--- config.mk ---
export PLATFORM = sky130hd
export DESIGN_NAME = hazard_track_unit
export DESIGN_NICKNAME = d
export VERILOG_FILES = /design/src/rtl/hazard_track_unit_pkg.sv /design/src/rtl/hazard_track_pipe.sv /design/src/rtl/hazard_track_unit.sv
export SDC_FILE = /design/constraint.sdc
export NUM_CORES = 1
export LEC_CHECK = 0
export ABC_AREA = 1
export BUFFER_PORTS_ARGS = -buffer_cell sky130_fd_sc_hd__buf_4
export CAP_MARGIN = 15
export CORE_MARGIN = 5
export CORE_UTILIZATION = 52
export CTS_BUF_LIST = sky130_fd_sc_hd__clkbuf_2
export CTS_CLUSTER_SIZE = 12
export DETAILED_ROUTE_END_ITERATION = 12
export PLACE_DENSITY = 0.88
export SLEW_MARGIN = 0
export SYNTH_ARGS = -nofsm -noshare
export SYNTH_HDL_FRONTEND = slang
export SYNTH_SLANG_ARGS = --single-unit
--- constraint.sdc ---
create_clock -name clk -period 3.2 [get_ports clk]
set_input_delay 0.32 -clock clk [delete_from_list [all_inputs] [get_ports clk]]
set_output_delay 0.32 -clock clk [all_outputs]
set_load 0.01 [all_outputs]
--- src/rtl/hazard_track_unit_pkg.sv ---
// Shared layout for the hazard tracker: entry field positions, entry width, stall_run saturation.
// Flags sit in the low bits so their positions do not depend on REG_W.
package hazard_track_unit_pkg;

  localparam int REG_W_DEF = 4;

  localparam int ENT_V    = 0;
  localparam int ENT_WB   = 1;
  localparam int ENT_LD   = 2;
  localparam int ENT_DEST = 3;

  localparam int ENT_W_DEF = ENT_DEST + REG_W_DEF;

  localparam logic [3:0] STALL_SAT = 4'd15;

  function automatic int ent_w(input int reg_w);
    return ENT_DEST + reg_w;
  endfunction

endpackage

--- src/rtl/hazard_track_pipe.sv ---
// DEPTH-entry shift register of in-flight writers after ID; entry 0 = EXE.
// One entry per clock, no backpressure: a bubble is loaded whenever load is low.
module hazard_track_pipe
  import hazard_track_unit_pkg::*;
#(
  parameter int REG_W = REG_W_DEF,
  parameter int DEPTH = 2,
  parameter int EW    = ent_w(REG_W)
) (
  input  logic                  clk,
  input  logic                  rst,
  input  logic                  load,
  input  logic [EW-1:0]         load_ent,
  output logic [DEPTH*EW-1:0]   ents
);

  logic [EW-1:0] ent_q [DEPTH];

  always_ff @(posedge clk or posedge rst) begin
    if (rst) begin
      for (int i = 0; i < DEPTH; i++) ent_q[i] <= '0;
    end else begin
      ent_q[0] <= load ? load_ent : '0;
      for (int i = 1; i < DEPTH; i++) ent_q[i] <= ent_q[i-1];
    end
  end

  always_comb begin
    ents = '0;
    for (int i = 0; i < DEPTH; i++) ents[i*EW +: EW] = ent_q[i];
  end

endmodule

--- src/rtl/hazard_track_unit.sv ---
// ID-stage hazard detector with an internal writer tracker; hazard is combinational, stats registered.
// Holds PC and IF/ID while hazard=1; optional stall counter under HAZARD_PERF_CNT_EN.
module hazard_track_unit
  import hazard_track_unit_pkg::*;
#(
  parameter int REG_W = REG_W_DEF,
  parameter int DEPTH = 2,
  parameter int CNT_W = 32
) (
  input  logic             clk,
  input  logic             rst,
  input  logic             id_valid,
  input  logic             two_src,
  input  logic [REG_W-1:0] src1,
  input  logic [REG_W-1:0] src2,
  input  logic [REG_W-1:0] id_dest,
  input  logic             id_wb_en,
  input  logic             id_mem_read,
  input  logic             flush,
  input  logic             fwd_en,
  output logic             hazard,
  output logic [3:0]       stall_run,
  output logic             deadlock_err,
  output logic [CNT_W-1:0] perf_stall_cnt
);

  localparam int EW = ent_w(REG_W);
  localparam logic [4:0] DEPTH_L = 5'(DEPTH);

  logic [DEPTH*EW-1:0] ents;
  logic [EW-1:0]       id_ent;
  logic                issue;
  logic [EW-1:0]       ent;
  logic                hit;
  logic                any_hit;
  logic                ld_use;

  assign issue = id_valid & ~hazard & ~flush;

  always_comb begin
    id_ent                        = '0;
    id_ent[ENT_V]                 = 1'b1;
    id_ent[ENT_WB]                = id_wb_en;
    id_ent[ENT_LD]                = id_mem_read;
    id_ent[ENT_DEST +: REG_W]     = id_dest;
  end

  hazard_track_pipe #(
    .REG_W (REG_W),
    .DEPTH (DEPTH),
    .EW    (EW)
  ) u_pipe (
    .clk      (clk),
    .rst      (rst),
    .load     (issue),
    .load_ent (id_ent),
    .ents     (ents)
  );

  // Load-use only looks at EXE; everything deeper is reachable by forwarding.
  always_comb begin
    ent     = '0;
    hit     = 1'b0;
    any_hit = 1'b0;
    ld_use  = 1'b0;
    for (int i = 0; i < DEPTH; i++) begin
      ent = ents[i*EW +: EW];
      hit = ent[ENT_V] & ent[ENT_WB] &
            ((ent[ENT_DEST +: REG_W] == src1) |
             (two_src & (ent[ENT_DEST +: REG_W] == src2)));
      if (hit) begin
        any_hit = 1'b1;
        if (i == 0 && ent[ENT_LD]) ld_use = 1'b1;
      end
    end
    hazard = id_valid & ~flush & (fwd_en ? ld_use : any_hit);
  end

  always_ff @(posedge clk or posedge rst) begin
    if (rst) begin
      stall_run    <= '0;
      deadlock_err <= 1'b0;
    end else begin
      if (hazard) begin
        if (stall_run != STALL_SAT) stall_run <= stall_run + 4'd1;
        if ({1'b0, stall_run} > DEPTH_L) deadlock_err <= 1'b1;
      end else begin
        stall_run <= '0;
      end
    end
  end

`ifdef HAZARD_PERF_CNT_EN
  always_ff @(posedge clk or posedge rst) begin
    if (rst)         perf_stall_cnt <= '0;
    else if (hazard) perf_stall_cnt <= perf_stall_cnt + 1'b1;
  end
`else
  assign perf_stall_cnt = '0;
`endif

endmodule

# ---- Word-level counts from Yosys, hierarchy flattened
# Index checks and enable logic that the tools add are counted.
# W data, S select, Z words.
dict set report totals {
  ff_bits 19
  out_inout_bits 38
}
dict set report op_classes {
  n_mux 8
  n_bitwise 14
  eq_ne 6
  magnitude_cmp 1
  reduce_logical 1
  add_sub_neg 1
}
# cell count
set ops {}
lappend ops {{$eq A4 B4 Y1} 4}
lappend ops {{$and A1 B1 Y1} 10}
lappend ops {{$mux W4} 2}
lappend ops {{$mux W7} 1}
lappend ops {{$mux W1} 5}
lappend ops {{$add A4 B1 Y4 const B} 1}
lappend ops {{$gt A4 B2 Y1 const B} 1}
lappend ops {{$ne A4 B4 Y1 const B} 1}
lappend ops {{$ne A2 B1 Y1 const B} 1}
lappend ops {{$not A1 Y1} 2}
lappend ops {{$or A1 B1 Y1} 2}
lappend ops {{$reduce_and A2 Y1} 1}

# ---- Depth between registers and ports, before layout
dict set report depth {
  depth_word 12
  depth_mapped 10
  mapped_depth_nobuf 10
}

# ---- Hierarchy
# Synthesis repeated with hierarchy kept, for this count alone.
dict set report hier_totals {
  hier_cells 164
  hier_area_um2 1241.2
}
# mod seq_area_each_um2 instances cells_each area_per_inst_um2
set by_module_without_submodules {}
lappend by_module_without_submodules {hazard_track_unit 125.1 1 135 834.6}
lappend by_module_without_submodules {hazard_track_pipe 350.3 1 29 406.6}

# ---- Worst setup path after synthesis
# OpenSTA, ideal clock, no wires.
dict set report synth_path {
  path_kind {register to output}
  start {register u_pipe.ent_q, in the netlist u_pipe.ents[6]}
  end {output port hazard}
  path_stages_with_launch 9
  path_slack_ns 1.835
  t_required_ns 2.880
  t_arrival_ns 1.045
  cell_sequence {dfrtp_1 -> xor2_1 -> nor2_1 -> nand2_1 -> nand2_1 -> nand2_2 -> nand2_2 -> nand2_4 -> inv_1}
}
dict set report synth_between {
  elab_chain_cells 8
  elab_cells_between_ends 10
  classes_between {eq/ne: 2; mux: 4; bitwise: 4}
}
# element line_no
set synth_rtl {}
lappend synth_rtl {{start, declared} hazard_track_pipe.sv:17} ;# logic [EW-1:0] ent_q [DEPTH];
lappend synth_rtl {{$eq A4 B4 Y1} hazard_track_unit.sv:70} ;# (two_src & (ent[ENT_DEST +: REG_W] == src2)));
lappend synth_rtl {{$and A1 B1 Y1} hazard_track_unit.sv:70}
lappend synth_rtl {{$or A1 B1 Y1 *} hazard_track_unit.sv:69} ;# ((ent[ENT_DEST +: REG_W] == src1) |
lappend synth_rtl {{$and A1 B1 Y1 *} hazard_track_unit.sv:68} ;# hit = ent[ENT_V] & ent[ENT_WB] &
lappend synth_rtl {{$mux W1 (2 in a row)} hazard_track_unit.sv:71} ;# if (hit) begin
lappend synth_rtl {{$mux W1 *} hazard_track_unit.sv:76} ;# hazard = id_valid & ~flush & (fwd_en ? ld_use : any_hit);
lappend synth_rtl {{$and A1 B1 Y1 *} hazard_track_unit.sv:76}
lappend synth_rtl {{end, declared} hazard_track_unit.sv:21} ;# output logic hazard,
# Every way passes the cells marked *; elsewhere a longest branch is shown, timed or not.

# ---- Worst setup path after layout
dict set report layout_path {
  start {register u_pipe.ent_q, in the netlist u_pipe.ents[3]}
  end {output port hazard}
}
# Same word-level chain as after synthesis.

==> results.txt <==
The final cell count without fillers came out at 222. The final count of pins violating max slew is 0. Derived from the worst setup path, the maximum achievable clock frequency is roughly 0.54 GHz. By area, the combinational part of the netlist is dominated by buffers and inverters. A synthesized cell averages between 7 and 8 sq um. Power spread over the standard cell area amounts to ~300 nW/um^2. The post-synthesis cell count came out at 166. In this run the count of I/O pins placed on the die edge is 58.

The synthesized netlist devotes a little under 3% of its cell area to compound gates. The effective utilization at floorplan is between 50% and 60%. Of the total synthesized cell area, the portion taken by full adders, half adders and majority gates is about 2.0%. The largest individual stage delay along the critical path comes from the cell dfrtp_1. The maximum buffer depth of the clock tree came out at 2. STA classifies the critical path startpoint as a register. The number of antenna violations at the first check in global routing came out at 0. The initial DRC count is 10. The switching part of the total came out at 28.2%. The cell count after placement came out at between 200 and 250. The total routing usage reported by global routing is between 10% and 20%. STA classifies the critical path endpoint as an output pin. The core outline area came out at roughly 2200 sq um.

The delay of the slowest cell on the worst path came out at between 400 and 500 ps. The site row count is 17. The sink count of the clock tree came out at 18. The tightest min-delay check is of the in2async type. The total congestion overflow after global routing is 0. Clock-pin slew was measured on the worst setup and hold paths at 150 ps. The post-synthesis mux area share is less than 1%. The post-route fraction of the period consumed by the critical path came out at between 50% and 60%. The area added between synthesis and finish came out at 9.50%. The critical path start-end classification is reg2out. In this run the static leakage power is approximately 0.83 nW. The relative slew slack came out at 57.0%.

The sequential-to-total area share from yosys stat came out at between 30% and 40%. The post-synthesis xor/xnor area fraction came out at 4.95%. The number of nets with antenna violations after routing came out at 0. In the final routed layout, each cell accounts on average for between 8 and 9 um. The number of iterations in the first detailed-routing pass came out at 4. The share of power burned in the clock network is about 22%. The area of the mapped netlist is approximately 1200 sq um. The signal arrival time at the worst endpoint is approximately 1500 ps. The final wirelength came out at roughly 1900 um.

The total vias in the final route came out at between 800 and 900. After synthesis, the cell types taking the most area are dfrtp_1 (36%), buf_4 (19%), nand2_1 (11%), inv_1 (9.7%), nor2_1 (4.9%). The largest net degree at the start of global routing came out at 19. The combinational fraction of design power came out at between 10% and 20%. The clock insertion delay at the later pin of the skew report is ~280 ps. The max capacitance violation total came out at 0. The flop and latch count out of synthesis is 18. The net switching power figure came out at 0.000114 W. The count of warnings emitted by yosys is 0. The fraction of layout instances using a drive strength above 1 is approximately 20%.

The time the worst path needs with I/O delays and setup came out at 1860 ps. The utilization of the core after routing came out at about 61%. In this run, CTS created clock tree buffers numbering 3. The width of the chip came out at a little under 60 um. Setup repair after global routing left no endpoint under its margin.

The slew at the pin closest to its max-slew limit is ~640 ps. The critical path goes through inv_1 -> nand2_1 -> nand2_1 -> nor2_1 -> nand3_1 -> nand2_1 -> nand2_2 -> nand2_2 -> nand2_4 -> inv_1 -> buf_4. The global-route wire length before repair is 2860 um. The synthesized-area fraction occupied by and/or/nand/nor cells came out at between 20% and 30%. Adding up every negative setup slack in the final design gives 0 ps. The half-perimeter wire length of the detailed placement result is 1660 um.

The last weighted congestion value of the routability-driven placer came out at between 0.7 and 0.8. In this design, the critical path's most frequently occurring cell is nand2_1. The number of endpoints with negative hold slack in the final report came out at 0. In this run, flip-flops and latches consume around 60% of the power. The number of hold buffers added after CTS is 0. The highest net fanout along the worst path is 5. TritonCTS built the clock tree. The H-tree depth is 1. Counting the fill cells in the layout gives between 200 and 250. In the routed design, unresolved DRC markers number 0. The worst clock skew came out at 0.551 ps. The required time of the critical path is between 2000 and 3000 ps. The power after layout is just over 0.0004 W.

The flow ran to the end, and the final reports show no timing, DRC or antenna violations. The number of I/O port buffers is 25. The repair_antennas step left the layout with diodes totalling 0. The die covers between 3000 and 4000 sq um. The net total in the final layout came out at between 200 and 250. Across the VDD grid, the largest voltage drop is about 0.00019 V. The count of unique library cells instantiated by Yosys is 20. Internal power comes to between 0.0002 and 0.0003 W.

Gates resized during post-CTS repair numbered 0. The biggest area contributor in the post-synthesis netlist is dfrtp_1. Setup violations remaining at the end of the flow were counted as 0. The number of setup buffers added after CTS is 0. The cell at the root of the clock tree is clkbuf_2. The height of the chip came out at around 59 um. The per-cell via count in the routed design is slightly below 4. The number of global-route vias before repair is between 700 and 800. The top cell type by area accounts for 36.4% of the synthesized area.
==> critical path, delay by kind of cell, from the launching register on <==
family        cells  cell delay (ps)
simple gates      8              590
flops             1              420
buf+inv           3              250
==> routing by layer <==
| layer | GRT usage (%) | routed length, um | vias up |
|---|---|---|---|
| li1 | - | - | 471 |
| met1 | 13.8 | 776 | 376 |
| met2 | 17.5 | 945 | 34 |
| met3 | 1.32 | 182 | 2 |
| met4 | 4.85 | 17 | 0 |
| met5 | 0 | 0 | - |
==> cell usage after synthesis <==
master / count
dfrtp_1: 18
nand3_2: 1
a21oi_1: 1
nand2_2: 3
nor3_1: 1
buf_4: 32
nand3_1: 3
nor2_2: 5
a21oi_2: 1
ha_1: 2
xor2_1: 5
nor2_1: 16
nand2_1: 37
nand2_4: 1
mux2i_1: 1
conb_1: 1
xnor2_1: 2
o211ai_1: 1
inv_1: 32
o21ai_0: 3
==> metrics by stage <==
| step | hold WS, ps | cell area (sq um) | worst slack, ps |
|---|---|---|---|
| finish | 106 | 1360 | 1340 |
| global route | 132 | 1360 | 1130 |
| CTS | 119 | 1360 | 1300 |
| detailed placement | 366 | 1340 | 1630 |
| global placement | 356 | 1340 | 1640 |
| floorplan | 259 | 1350 | 1840 |
==> worst paths after layout <==
| check | slack [ps] | endpoint | depth (start not counted) | startpoint |
|---|---|---|---|---|
| min | 110 | stall_run[1] | 2 | rst |
| min reg2reg | 400 | u_pipe.ents[8] | 0 | u_pipe.ents[1] |
| max reg2reg | 1950 | stall_run[1] | 7 | stall_run[1] |
| max in group asynchronous | 2690 | u_pipe.ents[4] | 2 | rst |
| min in group clk | 230 | u_pipe.ents[1] | 3 | id_wb_en |
| max | 1340 | hazard | 11 | u_pipe.ents[3] |
==> registers in the layout, summed over array words and instances, names as in the netlist <==
name	flops
deadlock_err	1
u_pipe.ents	13
stall_run	4
==> layout make-up <==
type	count	area, sq um	share of cell area [%]
Timing Repair Buffer	25	188	13.9
Clock inverter	1	3.75	0.277
Tap cell	28	35.0	2.59
Clock buffer	3	15.0	1.11
Sequential cell	18	450	33.2
Inverter	32	120	8.86
Multi-Input combinational cell	115	543	40.1
==> power by group through the flow <==
stage                     Combinational (W)  Sequential [W]  Clock (W)
final                             0.0000736        0.000239  0.0000904
after global routing              0.0000844        0.000240   0.000106
after CTS                         0.0000734        0.000239  0.0000931
after detailed placement          0.0000731        0.000243          0
after global placement            0.0000722        0.000243          0
after floorplan                   0.0000762        0.000242          0
==> logic make-up (layout without fill, tap and decap cells) <==
group,after synthesis,in the layout
adders and majority gates,2,2
AOI/OAI and AO/OA,6,6
buffers and inverters,64,61
muxes,1,1
xor gates and xnor gates,7,7
DFF,18,18
and+or+nand+nor,67,67
other,1,32
==> cells in the final DEF (no fill, tap or decap) <==
cell	instances
nand2_2	3
buf_4	25
conb_1	32
nand3_2	1
o21ai_0	3
nand3_1	3
a21oi_1	1
xnor2_1	2
dfrtp_1	18
ha_1	2
nor2_1	16
nand2_4	1
nor2_2	5
mux2i_1	1
o211ai_1	1
a21oi_2	1
xor2_1	5
inv_1	32
clkbuf_2	3
nand2_1	37
nor3_1	1
clkinv_1	1
Note: power is estimated with default switching activity, not from simulation.
